--- config.mk ---
export PLATFORM = sky130hd
export DESIGN_NAME = inst_fetch_flat
export DESIGN_NICKNAME = d
export VERILOG_FILES = /design/src/rtl/inst_fetch_pkg.sv /design/src/rtl/inst_fetch_if.sv /design/src/rtl/inst_fetch_fifo.sv /design/src/rtl/inst_fetch.sv /design/src/flat_wrapper.sv
export SDC_FILE = /design/constraint.sdc
export NUM_CORES = 1
export LEC_CHECK = 0
export ABC_AREA = 1
export CAP_MARGIN = 30
export CELL_PAD_IN_SITES_DETAIL_PLACEMENT = 1
export CELL_PAD_IN_SITES_GLOBAL_PLACEMENT = 1
export CORE_MARGIN = 1.5
export CORE_UTILIZATION = 30
export DETAILED_ROUTE_END_ITERATION = 12
export PLACE_DENSITY = 0.73
export SYNTH_ARGS = -nofsm -noshare
export SYNTH_HDL_FRONTEND = slang
export SYNTH_HIERARCHICAL = 1
export SYNTH_SLANG_ARGS = --single-unit
--- constraint.sdc ---
create_clock -name clk -period 6.2 [get_ports clk]
set_clock_uncertainty 0.1 [all_clocks]
set_input_delay 0.62 -clock clk [delete_from_list [all_inputs] [get_ports clk]]
set_output_delay 0.62 -clock clk [all_outputs]
set_load 0.03 [all_outputs]
--- src/rtl/inst_fetch_pkg.sv ---
// Shared types and constants for the instruction fetch stage.
package inst_fetch_pkg;

  localparam int XLEN = 32;
  localparam logic [XLEN-1:0] NOP_INST = 32'h0000_0013;

  typedef enum logic {
    FETCH_RUN,
    FETCH_DRAIN
  } fetch_state_t;

  typedef struct packed {
    logic [XLEN-1:0] inst;
    logic [XLEN-1:0] pc;
  } fetch_entry_t;

endpackage

--- src/rtl/inst_fetch_if.sv ---
// Memory request/response, decoder output and redirect signals of the fetch stage.
interface inst_fetch_if;
  import inst_fetch_pkg::*;

  logic            mem_req;
  logic [XLEN-1:0] mem_addr;
  logic            mem_ready;
  logic            mem_valid;
  logic [XLEN-1:0] mem_data;
  logic            stall;
  logic            branch_taken;
  logic [XLEN-1:0] branch_pc;
  logic [XLEN-1:0] inst;
  logic [XLEN-1:0] cur_pc;
  logic            valid;

  modport master (
    output mem_req, mem_addr, inst, cur_pc, valid,
    input  mem_ready, mem_valid, mem_data, stall, branch_taken, branch_pc
  );

  modport slave (
    input  mem_req, mem_addr, inst, cur_pc, valid,
    output mem_ready, mem_valid, mem_data, stall, branch_taken, branch_pc
  );

endinterface

--- src/rtl/inst_fetch_fifo.sv ---
// Synchronous FIFO of fetch entries; 1-cycle write-to-read, flush wins over push.
// No internal backpressure: the caller guarantees no push while full and no pop while empty.
module inst_fetch_fifo
  import inst_fetch_pkg::*;
#(
  parameter int DEPTH = 2,
  parameter int CW    = $clog2(DEPTH + 1)
) (
  input  logic         clk,
  input  logic         rst,
  input  logic         flush,
  input  logic         push,
  input  fetch_entry_t push_dat,
  input  logic         pop,
  output fetch_entry_t head,
  output logic [CW-1:0] count,
  output logic         empty
);

  localparam int PW = (DEPTH > 1) ? $clog2(DEPTH) : 1;
  localparam logic [PW-1:0] LAST = PW'(DEPTH - 1);

  fetch_entry_t  mem [DEPTH];
  logic [PW-1:0] wr_ptr;
  logic [PW-1:0] rd_ptr;
  logic [CW-1:0] count_q;
  logic          full;

  assign count = count_q;
  assign empty = (count_q == '0);
  assign full  = (count_q == CW'(DEPTH));
  assign head  = mem[rd_ptr];

  always_ff @(posedge clk) begin
    if (push && !flush) mem[wr_ptr] <= push_dat;
  end

  always_ff @(posedge clk) begin
    if (rst || flush) begin
      wr_ptr  <= '0;
      rd_ptr  <= '0;
      count_q <= '0;
    end else begin
      if (push) wr_ptr <= (wr_ptr == LAST) ? '0 : wr_ptr + 1'b1;
      if (pop)  rd_ptr <= (rd_ptr == LAST) ? '0 : rd_ptr + 1'b1;
      count_q <= count_q + CW'(push) - CW'(pop);
    end
  end

  assert property (@(posedge clk) disable iff (rst) push |-> !full);
  assert property (@(posedge clk) disable iff (rst) pop |-> !empty);

endmodule

--- src/rtl/inst_fetch.sv ---
// Fetch stage: credit-limited in-order memory requests, response FIFO, registered decoder output.
// Response to output is 2 cycles minimum; stall holds the output and credit throttles requests.
module inst_fetch
  import inst_fetch_pkg::*;
#(
  parameter logic [XLEN-1:0] RESET_PC   = '0,
  parameter int              FIFO_DEPTH = 2
) (
  input  logic          clk,
  input  logic          rst,
  inst_fetch_if.master  bus
);

  localparam int CW = $clog2(FIFO_DEPTH + 1);
  localparam logic [CW:0] CREDITS = (CW + 1)'(FIFO_DEPTH);

  logic [XLEN-1:0] pc;
  logic [XLEN-1:0] resp_pc;
  logic [XLEN-1:0] target;
  logic [CW-1:0]   outstanding;
  logic [CW-1:0]   drop_cnt;
  logic [CW-1:0]   redirect_drop;
  logic [CW-1:0]   fifo_count;
  logic [CW:0]     in_use;
  logic            credit;
  logic            accept;
  logic            drop_resp;
  logic            push;
  logic            pop;
  logic            fifo_empty;
  fetch_entry_t    fifo_head;
  fetch_state_t    state;
  fetch_state_t    state_nxt;

  assign target   = bus.branch_pc & ~XLEN'(3);
  assign in_use   = {1'b0, outstanding} + {1'b0, fifo_count};
  assign credit   = (in_use < CREDITS);
  assign bus.mem_req  = !rst && credit && !bus.branch_taken;
  assign bus.mem_addr = pc;
  assign accept   = bus.mem_req && bus.mem_ready;

  // Outstanding already counts any responses still owed to an earlier redirect,
  // so this single figure covers both old and new stale responses.
  assign redirect_drop = outstanding - CW'(bus.mem_valid);

  always_ff @(posedge clk) begin
    if (rst) state <= FETCH_RUN;
    else     state <= state_nxt;
  end

  always_comb begin
    state_nxt = state;
    if (bus.branch_taken)
      state_nxt = (redirect_drop != '0) ? FETCH_DRAIN : FETCH_RUN;
    else if (state == FETCH_DRAIN && bus.mem_valid && drop_cnt == CW'(1))
      state_nxt = FETCH_RUN;
  end

  always_comb begin
    drop_resp = bus.branch_taken || (state == FETCH_DRAIN);
  end

  assign push = bus.mem_valid && !drop_resp;
  assign pop  = !bus.stall && !bus.branch_taken && !fifo_empty;

  always_ff @(posedge clk) begin
    if (rst) begin
      pc          <= RESET_PC;
      resp_pc     <= RESET_PC;
      outstanding <= '0;
      drop_cnt    <= '0;
    end else begin
      outstanding <= outstanding + CW'(accept) - CW'(bus.mem_valid);
      if (bus.branch_taken) begin
        pc       <= target;
        resp_pc  <= target;
        drop_cnt <= redirect_drop;
      end else begin
        if (accept) pc <= pc + XLEN'(4);
        if (push)   resp_pc <= resp_pc + XLEN'(4);
        if (bus.mem_valid && drop_cnt != '0) drop_cnt <= drop_cnt - 1'b1;
      end
    end
  end

  inst_fetch_fifo #(
    .DEPTH (FIFO_DEPTH),
    .CW    (CW)
  ) u_fifo (
    .clk      (clk),
    .rst      (rst),
    .flush    (bus.branch_taken),
    .push     (push),
    .push_dat ('{inst: bus.mem_data, pc: resp_pc}),
    .pop      (pop),
    .head     (fifo_head),
    .count    (fifo_count),
    .empty    (fifo_empty)
  );

  // cur_pc keeps the last delivered PC across bubbles.
  always_ff @(posedge clk) begin
    if (rst) begin
      bus.valid  <= 1'b0;
      bus.inst   <= NOP_INST;
      bus.cur_pc <= '0;
    end else if (bus.branch_taken) begin
      bus.valid <= 1'b0;
      bus.inst  <= NOP_INST;
    end else if (!bus.stall) begin
      if (!fifo_empty) begin
        bus.valid  <= 1'b1;
        bus.inst   <= fifo_head.inst;
        bus.cur_pc <= fifo_head.pc;
      end else begin
        bus.valid <= 1'b0;
        bus.inst  <= NOP_INST;
      end
    end
  end

  assert property (@(posedge clk) disable iff (rst) bus.mem_valid |-> outstanding != '0);

endmodule
--- src/flat_wrapper.sv ---
// flat-port wrapper written by rule: the top's interface ports become plain ports
module inst_fetch_flat import inst_fetch_pkg::*;
#(
  parameter logic [XLEN-1:0] RESET_PC   = '0,
  parameter int              FIFO_DEPTH = 2
)
  (clk, rst, bus_mem_req, bus_mem_addr, bus_inst, bus_cur_pc, bus_valid, bus_mem_ready, bus_mem_valid, bus_mem_data, bus_stall, bus_branch_taken, bus_branch_pc);
  inst_fetch_if bus_i ();
  input  logic clk;
  input  logic rst;
  output wire logic [$bits(bus_i.mem_req)-1:0] bus_mem_req;
  output wire logic [$bits(bus_i.mem_addr)-1:0] bus_mem_addr;
  output wire logic [$bits(bus_i.inst)-1:0] bus_inst;
  output wire logic [$bits(bus_i.cur_pc)-1:0] bus_cur_pc;
  output wire logic [$bits(bus_i.valid)-1:0] bus_valid;
  input wire logic [$bits(bus_i.mem_ready)-1:0] bus_mem_ready;
  input wire logic [$bits(bus_i.mem_valid)-1:0] bus_mem_valid;
  input wire logic [$bits(bus_i.mem_data)-1:0] bus_mem_data;
  input wire logic [$bits(bus_i.stall)-1:0] bus_stall;
  input wire logic [$bits(bus_i.branch_taken)-1:0] bus_branch_taken;
  input wire logic [$bits(bus_i.branch_pc)-1:0] bus_branch_pc;
  assign bus_mem_req = bus_i.mem_req;
  assign bus_mem_addr = bus_i.mem_addr;
  assign bus_inst = bus_i.inst;
  assign bus_cur_pc = bus_i.cur_pc;
  assign bus_valid = bus_i.valid;
  assign bus_i.mem_ready = bus_mem_ready;
  assign bus_i.mem_valid = bus_mem_valid;
  assign bus_i.mem_data = bus_mem_data;
  assign bus_i.stall = bus_stall;
  assign bus_i.branch_taken = bus_branch_taken;
  assign bus_i.branch_pc = bus_branch_pc;
  inst_fetch #(.RESET_PC(RESET_PC), .FIFO_DEPTH(FIFO_DEPTH)) u_core (.clk(clk), .rst(rst), .bus(bus_i));
endmodule
==> impl_metrics.json <==
{
  "worstPathMaxFanout": 3,
  "nets": 1483,
  "yosys_warnings": 6,
  "rsz0062_at_grt": "no",
  "crit_chain": "nand2_1, inv_1, fa_1, nor3_1, clkdlybuf4s50_1",
  "gp_congestion": 0.8250,
  "layout_setup_ws_ns": 2.981,
  "finalHoldViolations": 0,
  "core_area_mm2": 0.03874,
  "power_density_mw_per_mm2": 272.6,
  "synth_simple_gate_area_frac": 0.1959,
  "synth_top_family_by_area": "simple AND/OR/NAND/NOR gates",
  "regArea_mm2": 0.006550,
  "cts_tree": "yes",
  "setup_viol": 0,
  "drtAntennaViolNets": 0,
  "drt-met1-wl_um": 15640,
  "synth-compound-area-share": 0.08642,
  "yosysUniqueCellTypes": 43,
  "crit_path_start_kind": "flip-flop",
  "place_ws_ns": 2.656,
  "nFillCells": 4432,
  "grt_use_total": 0.1676,
  "end_kind": "primary output",
  "hold_buffers": 0,
  "final_design_area_no_fill_mm2": 0.01490,
  "routed_wl_um": 33950,
  "drive_gt1_frac": 0.1121,
  "numCtsBuffers": 30,
  "multi_input_area_mm2": 0.004579,
  "ios": 168,
  "fin_setup_tns_ns": 0,
  "vias": 9277,
  "grt_pass1_wl_um": 54530,
  "num_rows": 72,
  "worstMarginPinSlew_ns": 0.9102,
  "dpl.hpwl_um": 23060,
  "p_leak_nw": 5.432,
  "relSlewSlack": 0.3932,
  "clkTransAtPathRegs_ns": 0.06,
  "ctsResizeCount": 0,
  "initial_core_util": 0.3050,
  "required_ns": 5.48,
  "max_cap_violations": 0,
  "fmax_ghz": 0.3107,
  "clk_path_buf_depth": 3,
  "synthXorXnorAreaFrac": 0.01101,
  "clock_sinks": 263,
  "synthArstFlopShare": 0,
  "grt_pass1_vias": 9705,
  "port_buffers": 163,
  "post-route-period-util": 0.5192,
  "yosysMostFrequentCell": "nand2_1",
  "diodes": 0,
  "synth_area_leader_cell": "edfxtp_1",
  "arrival_ns": 2.50,
  "min_period_ns": 3.219,
  "cpMaxStageDelayCell": "clkdlybuf4s50_1",
  "slew_violations": 0,
  "syn_avg_cell_area_um2": 9.520,
  "synth_fa_ha_area_frac": 0.01123,
  "synth_top_area_share": 0.3254,
  "grt_max_degree": 65,
  "timing.hold.ws_ns": 0.2870,
  "cts_max_level": 1,
  "antenna_found_initial": 0,
  "hold_path.class": "input pin to flip-flop",
  "status": "completed",
  "yosysSeqAreaShare": 0.5541,
  "ys_seq_elements": 263,
  "die_y_um": 201.4,
  "dieArea_mm2": 0.04058,
  "synthMuxAreaShare": 0.08007,
  "grt_overflow_total": 0,
  "syn_area_mm2": 0.01181,
  "synth-main-ff-cell": "dfxtp_1",
  "synth_edf_count": 128,
  "drcViolationCount": 0,
  "synthToLayoutAreaGrowth_pct": 26.14,
  "worst-setup-path-type": "flip-flop to primary output",
  "drtPass1Iterations": 6,
  "synth.area.top_cells": "edfxtp_1 (33%), dfxtp_1 (23%), nand2_1 (8.7%)",
  "insertion_delay_ns": 0.56,
  "power_mw": 4.063,
  "cts_setup_buffers": 0,
  "wl_per_cell_um": 17.46,
  "via_per_inst": 4.770,
  "top_layer": "met4",
  "synthCells": 1241,
  "synthTopCellsByCount": "nand2_1 (274), nor2_1 (152), dfxtp_1 (135)",
  "wl_met2_um": 16050,
  "vdd_ir_drop_max_v": 0.0001836,
  "met3WireLength_um": 1729,
  "cts_root_buffer": "clkbuf_16",
  "die_x_um": 201.4,
  "cpPeakStageDelay_ns": 0.73,
  "drtIter0Drc": 493,
  "placed_cell_area_mm2": 0.01388
}
==> cells in the final DEF (no fill, tap or decap), types with 5 or more instances in the layout <==
cell             netlist  layout
xnor2_1                6       6
ha_1                   9       9
o22ai_1                9       9
inv_1                 96      96
o21ai_0               74      74
buf_4                  4       8
clkdlybuf4s50_1        0     161
clkinv_1               0       5
edfxtp_1             128     128
dfxtp_1              135     134
clkbuf_1              19       7
nor2_4                 6       6
a21oi_1               93      93
nand2_1              274     274
a31oi_1                7       7
nor2_1               152     151
conb_1                 1       6
nor3_1                 9       7
nor2_2                11      12
xor2_1                 7       7
nand2_2                6       6
mux2_4                60      60
clkbuf_16              0      32
nand3_1               74      74
==> sequential cells by signal, summed over array words and instances (netlist names), named ones only <==
name	flops
u_core/drop_cnt	2
u_core/resp_pc	30
u_core/u_fifo/rd_ptr	1
u_core/state	1
u_core/bus.cur_pc	32
u_core/bus.inst	32
u_core/u_fifo/wr_ptr	1
u_core/u_fifo/count	2
u_core/outstanding	2
u_core/u_fifo/mem	128
u_core/bus.mem_addr	30
u_core/bus.valid	1
==> path summary, 6_finish.rpt <==
kind | start | depth (start not counted) | slack [ns] | end
max reg2reg | u_core/state$_SDFFE_PP0P_ | 6 | 3.62 | u_core/u_fifo/mem[0][57]$_DFFE_PP_
min reg2reg | u_core/bus.valid$_SDFFE_PP0N_ | 2 | 0.37 | u_core/bus.valid$_SDFFE_PP0N_
min | rst | 2 | 0.29 | u_core/drop_cnt[1]$_SDFFE_PP0P_
max | u_core/outstanding[0]$_SDFF_PP0_ | 5 | 2.98 | bus_mem_req
==> logic make-up (layout without fill, tap and decap cells) <==
family | count (synthesis) | in the layout
other | 1 | 6
AO/OA/AOI/OAI | 194 | 194
flip-flops | 263 | 263
adder cells (fa/ha/maj) | 10 | 10
buffers and inverters | 149 | 330
XOR/XNOR | 14 | 14
multiplexers | 64 | 64
AND/OR/NAND/NOR | 546 | 546
==> metrics by stage <==
step / util / instances
floorplan: - / 1246
global placement: 0.3571 / 1886
detailed placement: 0.3584 / 1888
CTS: 0.3842 / 1944
global route: 0.3847 / 1945
finish: 0.3847 / 1945
==> power by group <==
group,internal [mW],total (mW),switching (mW)
clock network,1.07,1.79,0.722
registers,1.88,1.94,0.0595
logic,0.140,0.338,0.198
total,3.08,4.06,0.980
==> area by class of cell <==
type / instances / area share
repair buffers: 174 / 0.1174
multi-input cells: 834 / 0.3073
clock inverters: 13 / 0.007893
well taps: 518 / 0.04349
flip-flops and latches: 263 / 0.4395
clock buffers: 43 / 0.05919
inverters: 100 / 0.02519
==> per-layer routing <==
metal  vias up  GRT usage
li1       4463          -
met1      4518     0.2298
met2       248     0.2799
met3        48    0.02478
met4         0    0.03518
met5         -          0
==> critical path: cells and delay by family (launching register included) <==
| kind | cells | cell delay, ns |
|---|---|---|
| flip-flops | 1 | 0.37 |
| AND/OR/NAND/NOR | 2 | 0.36 |
| buffers and inverters | 2 | 0.79 |
| adder cells (fa/ha/maj) | 1 | 0.43 |
Note: power is estimated with default switching activity, not from simulation.
